$ cat config.mk
export PLATFORM = sky130hd
export DESIGN_NAME = pcma_sym_aligner
export DESIGN_NICKNAME = d
export VERILOG_FILES = /design/src/rtl/pcma_sym_aligner.sv
export SDC_FILE = /design/constraint.sdc
export NUM_CORES = 1
export LEC_CHECK = 0
export BUFFER_PORTS_ARGS = -buffer_cell sky130_fd_sc_hd__buf_4
export CAP_MARGIN = 20
export CORE_ASPECT_RATIO = 1.75
export CORE_MARGIN = 2
export CORE_UTILIZATION = 40
export CTS_CLUSTER_SIZE = 24
export DETAILED_ROUTE_END_ITERATION = 7
export HOLD_SLACK_MARGIN = 0.05
export PLACE_DENSITY = 0.59
export REMOVE_ABC_BUFFERS = 1
export SYNTH_ARGS = -nofsm -noshare
export SYNTH_HDL_FRONTEND = slang
export SYNTH_SLANG_ARGS = --single-unit
$ cat constraint.sdc
create_clock -name clk -period 8.7 [get_ports clk]
set_input_delay 0.87 -clock clk [delete_from_list [all_inputs] [get_ports clk]]
set_output_delay 0.87 -clock clk [all_outputs]
set_load 0.005 [all_outputs]
$ cat src/rtl/pcma_sym_aligner.sv
// Composite/hard-decision sample aligner for the PCMA compensator, plus the
// sequencer for the serial equalizer coefficient load.
module pcma_sym_aligner #(
    parameter int unsigned IQ_WIDTH   = 10,
    parameter int unsigned NUM_CH     = 1,
    parameter int unsigned FIFO_DEPTH = 16,
    parameter int unsigned EQ_LEN     = 19,
    parameter int unsigned COE_WIDTH  = 24
) (
    input  logic                            clk,
    input  logic                            reset,
    input  logic                            flush,
    input  logic                            clear_err,
    input  logic                            comm_val,
    input  logic [NUM_CH*IQ_WIDTH-1:0]      comm_I,
    input  logic [NUM_CH*IQ_WIDTH-1:0]      comm_Q,
    input  logic                            hd_val,
    input  logic [NUM_CH*IQ_WIDTH-1:0]      hd_I,
    input  logic [NUM_CH*IQ_WIDTH-1:0]      hd_Q,
    output logic                            o_val,
    output logic [NUM_CH*IQ_WIDTH-1:0]      o_comm_I,
    output logic [NUM_CH*IQ_WIDTH-1:0]      o_comm_Q,
    output logic [NUM_CH*IQ_WIDTH-1:0]      o_hd_I,
    output logic [NUM_CH*IQ_WIDTH-1:0]      o_hd_Q,
    output logic [$clog2(FIFO_DEPTH):0]     o_level,
    output logic                            o_ovf,
    output logic                            o_unf,
    input  logic                            load_start,
    input  logic                            coe_val,
    input  logic [COE_WIDTH-1:0]            coe_in,
    output logic                            o_coe_we,
    output logic [$clog2(EQ_LEN)-1:0]       o_coe_addr,
    output logic [COE_WIDTH-1:0]            o_coe_data,
    output logic                            o_coe_busy,
    output logic                            o_coe_done,
    output logic                            o_coe_err
);

    localparam int unsigned W  = NUM_CH * IQ_WIDTH;
    localparam int unsigned AW = $clog2(FIFO_DEPTH);
    localparam int unsigned LW = AW + 1;
    localparam int unsigned CW = $clog2(EQ_LEN);

    typedef enum logic [1:0] {
        S_IDLE,
        S_LOAD,
        S_DONE
    } coe_state_e;

    // ---------------- composite FIFO ----------------
    logic [2*W-1:0] mem_q [FIFO_DEPTH];
    logic [AW-1:0]  wr_ptr_q, wr_ptr_d;
    logic [AW-1:0]  rd_ptr_q, rd_ptr_d;
    logic [LW-1:0]  level_q, level_d;
    logic           empty, full, push, pop;
    logic [2*W-1:0] wr_word, head_word;

    always_comb begin
        empty     = (level_q == '0);
        full      = (level_q == LW'(FIFO_DEPTH));
        pop       = hd_val && !empty && !flush;
        // a simultaneous pop frees the slot, so a push at full still proceeds
        push      = comm_val && (!full || pop) && !flush;
        wr_word   = {comm_Q, comm_I};
        head_word = mem_q[rd_ptr_q];
        wr_ptr_d  = wr_ptr_q;
        rd_ptr_d  = rd_ptr_q;
        level_d   = level_q;
        if (flush) begin
            wr_ptr_d = '0;
            rd_ptr_d = '0;
            level_d  = '0;
        end else begin
            if (push) wr_ptr_d = wr_ptr_q + AW'(1);
            if (pop)  rd_ptr_d = rd_ptr_q + AW'(1);
            case ({push, pop})
                2'b10:   level_d = level_q + LW'(1);
                2'b01:   level_d = level_q - LW'(1);
                default: level_d = level_q;
            endcase
        end
    end

    always_ff @(posedge clk) begin
        if (push) mem_q[wr_ptr_q] <= wr_word;
    end

    always_ff @(posedge clk) begin
        if (reset) begin
            wr_ptr_q <= '0;
            rd_ptr_q <= '0;
            level_q  <= '0;
        end else begin
            wr_ptr_q <= wr_ptr_d;
            rd_ptr_q <= rd_ptr_d;
            level_q  <= level_d;
        end
    end

    // ---------------- paired output stage ----------------
    logic         val_q, val_d;
    logic [W-1:0] comm_i_q, comm_i_d, comm_q_q, comm_q_d;
    logic [W-1:0] hd_i_q, hd_i_d, hd_q_q, hd_q_d;
    logic         ovf_q, ovf_d, unf_q, unf_d;
    logic         ovf_set, unf_set;

    always_comb begin
        val_d    = pop;
        comm_i_d = comm_i_q;
        comm_q_d = comm_q_q;
        hd_i_d   = hd_i_q;
        hd_q_d   = hd_q_q;
        if (pop) begin
            comm_i_d = head_word[W-1:0];
            comm_q_d = head_word[2*W-1:W];
            hd_i_d   = hd_I;
            hd_q_d   = hd_Q;
        end
        ovf_set = !flush && comm_val && full && !pop;
        unf_set = !flush && hd_val && empty;
        ovf_d   = ovf_set || (ovf_q && !clear_err);
        unf_d   = unf_set || (unf_q && !clear_err);
    end

    always_ff @(posedge clk) begin
        if (reset) begin
            val_q    <= 1'b0;
            comm_i_q <= '0;
            comm_q_q <= '0;
            hd_i_q   <= '0;
            hd_q_q   <= '0;
            ovf_q    <= 1'b0;
            unf_q    <= 1'b0;
        end else begin
            val_q    <= val_d;
            comm_i_q <= comm_i_d;
            comm_q_q <= comm_q_d;
            hd_i_q   <= hd_i_d;
            hd_q_q   <= hd_q_d;
            ovf_q    <= ovf_d;
            unf_q    <= unf_d;
        end
    end

    assign o_val    = val_q;
    assign o_comm_I = comm_i_q;
    assign o_comm_Q = comm_q_q;
    assign o_hd_I   = hd_i_q;
    assign o_hd_Q   = hd_q_q;
    assign o_level  = level_q;
    assign o_ovf    = ovf_q;
    assign o_unf    = unf_q;

    // ---------------- coefficient load sequencer ----------------
    coe_state_e             state_q, state_d;
    logic [CW-1:0]          cnt_q, cnt_d;
    logic                   we_q, we_d;
    logic [CW-1:0]          addr_q, addr_d;
    logic [COE_WIDTH-1:0]   data_q, data_d;
    logic                   busy_q, busy_d;
    logic                   done_q, done_d;
    logic                   err_q, err_d;
    logic                   err_set;

    always_comb begin
        state_d = state_q;
        cnt_d   = cnt_q;
        we_d    = 1'b0;
        addr_d  = addr_q;
        data_d  = data_q;
        busy_d  = busy_q;
        done_d  = done_q;
        err_set = 1'b0;
        // load_start outranks coe_val; the concurrent word is discarded
        if (load_start) begin
            if (state_q == S_LOAD) err_set = 1'b1;
            state_d = S_LOAD;
            cnt_d   = '0;
            busy_d  = 1'b1;
            done_d  = 1'b0;
        end else if (coe_val) begin
            if (state_q == S_LOAD) begin
                we_d   = 1'b1;
                addr_d = cnt_q;
                data_d = coe_in;
                cnt_d  = cnt_q + CW'(1);
                if (cnt_q == CW'(EQ_LEN - 1)) begin
                    state_d = S_DONE;
                    cnt_d   = '0;
                    busy_d  = 1'b0;
                    done_d  = 1'b1;
                end
            end else begin
                err_set = 1'b1;
            end
        end
        err_d = err_set || (err_q && !clear_err);
    end

    always_ff @(posedge clk) begin
        if (reset) begin
            state_q <= S_IDLE;
            cnt_q   <= '0;
            we_q    <= 1'b0;
            addr_q  <= '0;
            data_q  <= '0;
            busy_q  <= 1'b0;
            done_q  <= 1'b0;
            err_q   <= 1'b0;
        end else begin
            state_q <= state_d;
            cnt_q   <= cnt_d;
            we_q    <= we_d;
            addr_q  <= addr_d;
            data_q  <= data_d;
            busy_q  <= busy_d;
            done_q  <= done_d;
            err_q   <= err_d;
        end
    end

    assign o_coe_we   = we_q;
    assign o_coe_addr = addr_q;
    assign o_coe_data = data_q;
    assign o_coe_busy = busy_q;
    assign o_coe_done = done_q;
    assign o_coe_err  = err_q;

endmodule

==> flow_summary.toml, run 1 <==
[outcome]
outcome = "finished clean"

[sta]
worstMarginPinSlew_ns = 0.969
whs_ns = 0.453
finalSetupTns_ns = 0
hold_viol = 0
rsz0062_at_grt = "false"
setup-violations-final = 0
fin_worst_skew_ns = 0.0170
post-route-min-period_ns = 3.80
final.period_utilization_pct = 43.6
maxSlewHeadroom_pct = 35.1
slew_viol_final = 0
fmax_ghz = 0.263

[logic_synthesis]
synthDistinctLibCells = 43
synth_compound_area_share_pct = 6.72
yosys_warnings = 0
synthMuxAreaShare_pct = 11.2
synthArstFlopShare_pct = 0
ys_seq_elements = 414
synth-seq-area-share_pct = 72.9
synth.cell_area_um2 = 15800
synth-edff-count = 320
synth-simple-area-share_pct = 5.60
avgSynthCellArea_um2 = 16.3
synth-xor-area-share_pct = 0.778
syn_inst = 967
synth_fa_ha_area_share_pct = 0.873
ys_dominant_reg_cell = "edfxtp_1"
synth_top_family_by_area = "multiplexers"

[critical_path]
arrival_ns = 4.20
cp_max_fo = 66
setup.worst_path.start_class = "flop"
endpoint_kind = "flop"
critPathKind = "flop to flop"
crit_required_ns = 9.10

[detailed_routing]
dr.pass1.iters = 5
routedWlPerCell_um = 21.7
routed_wl_um = 35500
vias_per_cell = 5.31
drc_errors = 0
num_vias = 8701
drtAntennaViolNets = 0
drtIter0Drc = 553

[clock_network]
root_buffer = "clkbuf_16"
cts_setup_buffers = 0
clk_pin_slew_ns = 0.06
cts_tree = "done"
ctsResizeCount = 0
hold_buffers = 0
clock-sinks = 414
cts.htree.levels = 2
clock_latency_ns = 0.53
cts.path.max_buffers = 3
cts_buffers = 36

[global_routing]
grt_use_total_pct = 17.3
antenna_found_initial = 1
grt_max_degree = 71
grt_pass1_wl_um = 53300
overflow = 0
first_global_vias = 8994

[floorplan]
fp-row-count = 96
start_util_pct = 40.4
fp.coreArea_um2 = 39000
ios = 153
dieHeight_um = 267
die_area_um2 = 41100
fp.dieW_um = 154

[power_and_ir_drop]
p_int_mw = 3.14
pwr-share-comb_pct = 2.9
peakVddDrop_mv = 0.112
seqPwrFrac_pct = 54.8
pwr-share-clk_pct = 42.3
power_switching_share_pct = 19.7
cellPowerDensity_nw_per_um2 = 209
power.switching_mw = 0.773
power_leakage_nw = 6.09
report.power.total_mw = 3.91

[cells_and_area]
layout_common_cells = "320 x edfxtp_1, 172 x buf_4, 115 x nand2_1, 92 x dfxtp_1, 79 x a21oi_1"
layout-drive-gt1-share_pct = 29.4
final_common_cell = "edfxtp_1"
num-nets-final = 1202
utilization_pct = 48.0
area_delta_synth_final_pct = 18.7

[min_path]
hp-class = "flop to flop"

[placement]
gp_congestion = 0.740
dp_hpwl_um = 21200
port_buffers = 152

[run]
maxCapViolCount = 0
metrics by stage:
| step | setup slack [ns] | area (µm²) | std cells |
|---|---|---|---|
| finish | 4.90 | 18700 | 1638 |
| global route | 4.52 | 18700 | 1638 |
| CTS | 4.87 | 18700 | 1636 |
| detailed placement | 4.60 | 17500 | 1570 |
| global placement | 4.65 | 17500 | 1569 |
| floorplan | 4.40 | 15500 | 907 |
layer usage:
metal	part of all wire [%]	wire length (µm)	GRT usage, %	up-vias
met5	0	0	0	-
met4	1.9	687	4.93	0
met3	4.3	1530	2.63	44
met2	56	19900	33.9	198
met1	38	13400	19.0	4442
li1	-	-	-	4017
logic make-up after synthesis:
group,count (synthesis)
adders and majority gates,11
muxes,101
xor gates and xnor gates,14
AOI/OAI and AO/OA,150
DFF,414
buffers and inverters,68
and+or+nand+nor,209
state kept, by name, summed over array words and instances, names as in the netlist:
| signal | cells |
|---|---|
| o_val | 1 |
| o_unf | 1 |
| o_coe_done | 1 |
| o_coe_data | 24 |
| mem_q | 320 |
| o_ovf | 1 |
| o_comm_Q | 10 |
| o_hd_I | 10 |
| rd_ptr_q | 4 |
| o_coe_addr | 5 |
| o_level | 5 |
| o_coe_err | 1 |
| o_comm_I | 10 |
| wr_ptr_q | 4 |
| o_coe_we | 1 |
| o_hd_Q | 10 |
| cnt_q | 5 |
| state_q | 1 |
power by group through the flow:
| stage | clock network (mW) | logic (mW) | registers, mW |
|---|---|---|---|
| 6_report | 1.66 | 0.112 | 2.15 |
| 5_1_grt | 1.77 | 0.124 | 2.15 |
| 4_1_cts | 1.70 | 0.114 | 2.15 |
| 3_5_place_dp | 0 | 0.113 | 2.19 |
| 3_3_place_gp | 0 | 0.110 | 2.19 |
| 2_1_floorplan | 0 | 0.0354 | 2.19 |
cells in the mapped netlist, types with 2 or more instances:
cell	n	share of area, %
a211o_1	2	0.11
a21oi_1	79	2.5
a22oi_1	21	1.0
a311oi_1	2	0.11
a311oi_2	18	1.7
and2_1	2	0.079
buf_2	18	0.57
buf_4	3	0.14
buf_6	3	0.21
clkbuf_1	35	0.83
dfxtp_1	94	12
edfxtp_1	320	61
ha_1	11	0.87
inv_1	7	0.17
mux2i_1	41	2.6
mux4_2	60	8.6
nand2_1	115	2.7
nand2b_1	4	0.16
nand3b_1	2	0.095
nand4_1	4	0.16
nor2_1	60	1.4
nor2b_1	4	0.16
nor3_1	7	0.22
nor4bb_1	3	0.19
o21ai_0	2	0.063
o22ai_1	20	0.79
or3_1	2	0.079
xnor2_1	5	0.28
xor2_1	9	0.50
worst paths after layout:
path                              start                         end  slack (ns)  cells after the start
max             o_level[1]$_SDFFE_PP0P_     o_level[4]$_SDFFE_PP0P_        4.90                     12
min          o_coe_data[5]$_SDFFE_PP0P_  o_coe_data[5]$_SDFFE_PP0P_        0.45                      2
max reg2reg     o_level[1]$_SDFFE_PP0P_     o_level[4]$_SDFFE_PP0P_        4.90                     12
min reg2reg  o_coe_data[5]$_SDFFE_PP0P_  o_coe_data[5]$_SDFFE_PP0P_        0.45                      2
worst max-delay path: stages, from the launching register on:
cell and delay [ns]:
dfxtp_1 0.39, or4_4 0.59, o21ai_4 0.52, inv_2 0.04
buf_4 0.39, ha_1 0.41, xor2_1 0.17, ha_1 0.23
a211o_1 0.27, a211o_1 0.29, a31oi_1 0.17, xnor2_1 0.14
nor2_1 0.05
cell type report:
cell class                 count  area, µm²
clock inverter                20        241
fill                        3330      20300
timing repair buffer         174       1320
tap                          490        613
clock buffer                  46        980
multi-input combinational    485       4040
antenna                        1       2.50
sequential                   414      11500
inverter                       8       30.0
Note: power is estimated with default switching activity, not from simulation.
==> inputs of run 2 (changes only) <==
--- a/config.mk
+++ b/config.mk
@@ -5,6 +5,7 @@
 export SDC_FILE = /design/constraint.sdc
 export NUM_CORES = 1
 export LEC_CHECK = 0
+export ABC_AREA = 1
 export BUFFER_PORTS_ARGS = -buffer_cell sky130_fd_sc_hd__buf_4
 export CAP_MARGIN = 20
 export CORE_ASPECT_RATIO = 1.75
@@ -13,7 +14,7 @@
 export CTS_CLUSTER_SIZE = 24
 export DETAILED_ROUTE_END_ITERATION = 7
 export HOLD_SLACK_MARGIN = 0.05
-export PLACE_DENSITY = 0.59
+export PLACE_DENSITY = 0.58
 export REMOVE_ABC_BUFFERS = 1
 export SYNTH_ARGS = -nofsm -noshare
 export SYNTH_HDL_FRONTEND = slang
==> constraint.sdc (replaced) <==
create_clock -name clk -period 3.86 [get_ports clk]
set_input_delay 0.386 -clock clk [delete_from_list [all_inputs] [get_ports clk]]
set_output_delay 0.386 -clock clk [all_outputs]
set_load 0.005 [all_outputs]
==> run 2 against run 1 <==
Net effect:
- first-iteration DRC count rose by 78%
- synthesized cell count grew 83%
- critical path type unchanged
- clock-buffer cell count up 9
- critical path depth rose by 5
- die area is 9.5% higher
- largest power group unchanged
- non-clock buffer count grew 9
==> flow_summary.toml, run 2 <==
[outcome]
outcome = "finished clean"

[detailed_routing]
drtAntennaViolNets = 0
vias_per_cell = 4.98
drtIter0Drc = 986
dr.pass1.iters = 7
routed_wl_um = 46400
routedWlPerCell_um = 18.6
drc_errors = 0
num_vias = 12400

[global_routing]
first_global_vias = 12400
antenna_found_initial = 0
overflow = 0
grt_pass1_wl_um = 70900
grt_use_total_pct = 20.7
grt_max_degree = 165

[clock_network]
cts.path.max_buffers = 3
cts_tree = "done"
cts_setup_buffers = 0
clock_latency_ns = 0.54
clk_pin_slew_ns = 0.07
ctsResizeCount = 0
root_buffer = "clkbuf_16"
clock-sinks = 414
cts_buffers = 38
cts.htree.levels = 2
hold_buffers = 0

[logic_synthesis]
synth_common_cells = "539 x nand2_1, 320 x edfxtp_1, 232 x nand3_1"
yosys.area.top_type_share_pct = 55.6
syn_inst = 1771
avgSynthCellArea_um2 = 9.77
synth-edff-count = 320
yosys_warnings = 0
synthMostInstantiatedCell = "nand2_1"
synth-seq-area-share_pct = 66.4
synth.cell_area_um2 = 17300
ys_seq_elements = 414
synthArstFlopShare_pct = 0
synth_top_area_cell = "edfxtp_1"
synth_area_leaders = "edfxtp_1 56%, nand2_1 12%, dfxtp_1 11%, nand3_1 6.7%, inv_1 4.6%"
ys_dominant_reg_cell = "edfxtp_1"
synthDistinctLibCells = 28

[sta]
rsz0062_at_grt = "false"
fmax_ghz = 0.423
whs_ns = 0.0884
fin_worst_skew_ns = 0.0133
worst_slack_ns = 1.50
post-route-min-period_ns = 2.36
hold_viol = 0
worstMarginPinSlew_ns = 1.05
finalSetupTns_ns = 0
slew_viol_final = 0
setup-violations-final = 0
maxSlewHeadroom_pct = 29.7
final.period_utilization_pct = 61.2

[cells_and_area]
final_common_cell = "nand2_1"
largest-register = "mem_q"
largest_reg_flops = 320
area_delta_synth_final_pct = 17.5
num-nets-final = 1988
antenna_cells = 0
layout-drive-gt1-share_pct = 14.0
layout_common_cells = "539 x nand2_1, 320 x edfxtp_1, 232 x nand3_1, 216 x inv_1, 171 x buf_4"

[floorplan]
fp.dieW_um = 161
die_area_um2 = 45000
fp.coreArea_um2 = 42700
fp-row-count = 100
dieHeight_um = 279
ios = 153
start_util_pct = 40.5

[critical_path]
worstPathCellList = "inv_1 > nand3_2 > inv_2 > nand2_2 > nand2_4 > inv_2 > ha_1 > xor2_1 > ha_1 > inv_1 > nand2_1 > nand3_1 > nand2_1 > nand2_1 > nand2_1 > nand2_1 > a21oi_1"
reg2reg_depth = 17
crit_required_ns = 4.33
cp-startpoint = "o_level[1]$_SDFFE_PP0P_"
slowest_stage = "dfxtp_1"
crit_path_end = "o_level[4]$_SDFFE_PP0P_"
slowest_delay_ns = 0.41
arrival_ns = 2.83
cp_common_cell = "nand2_1"
cp_max_fo = 26
critPathKind = "flop to flop"
reg2reg_to = "o_level[4]$_SDFFE_PP0P_"
setup.worst_path.start_class = "flop"
worstReg2RegStart = "o_level[1]$_SDFFE_PP0P_"
endpoint_kind = "flop"
regToRegSetupSlack_ns = 1.50

[placement]
gp_congestion = 0.793
post-place-ws_ns = 1.41
dp_hpwl_um = 28200
port_buffers = 152

[power_and_ir_drop]
pwr-share-clk_pct = 40.8
power.switching_mw = 1.96
p_int_mw = 7.13
power_leakage_nw = 8.59
power_switching_share_pct = 21.6
pwr-share-comb_pct = 5.5
cellPowerDensity_nw_per_um2 = 447
peakVddDrop_mv = 0.315
seqPwrFrac_pct = 53.7

[run]
maxCapViolCount = 0

[min_path]
hp-class = "primary input to flop"
min_from = "hd_I[3]"
-- run 2: changes by cell type after synthesis, moves of 49 or more --
cell / change
o21ai_0: +49
inv_1: +207
nand3_1: +231
mux4_2: -60
nor2_1: +111
nand2_1: +424
a21oi_1: -61
-- run 2: critical path, delay by kind of cell (launching register included) --
kind	cells	cell delay, ns
DFF	1	0.41
buffers and inverters	4	0.32
and+or+nand+nor	9	0.75
xor gates and xnor gates	1	0.23
adders and majority gates	2	0.48
AOI/OAI and AO/OA	1	0.11
-- run 2: power groups by stage --
| stage | Clock, mW | Combinational, mW | Sequential [mW] |
|---|---|---|---|
| finish | 3.71 | 0.500 | 4.88 |
| global route | 3.95 | 0.559 | 4.89 |
| CTS | 3.80 | 0.508 | 4.88 |
| detailed placement | 0 | 0.505 | 4.98 |
| global placement | 0 | 0.497 | 4.98 |
| floorplan | 0 | 0.210 | 4.99 |
-- run 2: area by class of cell --
| class | instances | area, µm² |
|---|---|---|
| Timing Repair Buffer | 183 | 1530 |
| Inverter | 219 | 825 |
| Clock inverter | 15 | 76.3 |
| Multi-Input combinational cell | 1049 | 4550 |
| Clock buffer | 55 | 1150 |
| Tap cell | 561 | 702 |
| Sequential cell | 414 | 11500 |
| Fill cell | 3961 | 22300 |
-- run 2: worst min-delay path by stage --
stage                                        end  slack, ns  depth (start not counted)
final                     o_hd_I[3]$_SDFFE_PP0P_       0.09                          3
after global routing      o_hd_I[3]$_SDFFE_PP0P_        0.1                          3
after CTS                 o_hd_I[3]$_SDFFE_PP0P_       0.07                          3
after detailed placement        o_ovf$_SDFF_PP0_       0.47                          2
after global placement          o_unf$_SDFF_PP0_       0.46                          2
after floorplan            cnt_q[3]$_SDFFE_PP0P_       0.45                          1
-- run 2: through the flow --
| step | utilization [%] | power, mW | std cells | cell area (µm²) |
|---|---|---|---|---|
| after floorplan | - | 5.20 | 1682 | 16800 |
| after global placement | 44.7 | 5.47 | 2424 | 19100 |
| after detailed placement | 44.7 | 5.48 | 2425 | 19100 |
| after CTS | 47.6 | 9.19 | 2495 | 20300 |
| after global routing | 47.6 | 9.39 | 2496 | 20300 |
| final | 47.6 | 9.09 | 2496 | 20300 |
-- run 2: cells by family (layout without fill, tap and decap cells) --
| family | count (synthesis) | in the layout | synth area share, % |
|---|---|---|---|
| simple gates | 950 | 950 | 22.5 |
| flops | 414 | 414 | 66.4 |
| buf+inv | 308 | 472 | 7.49 |
| compound gates | 80 | 80 | 2.40 |
| fa+ha+maj | 11 | 11 | 0.796 |
| xor+xnor | 8 | 8 | 0.405 |
-- run 2: per-layer routing --
layer | global-route usage (%) | part of all wire, % | vias to the layer above | wire length (µm)
met1 | 23.8 | 39 | 5944 | 17900
li1 | - | - | 5983 | -
met4 | 9.07 | 4.0 | 0 | 1880
met3 | 2.64 | 5.3 | 92 | 2480
met2 | 38.1 | 52 | 423 | 24200
met5 | 0 | 0 | - | 0
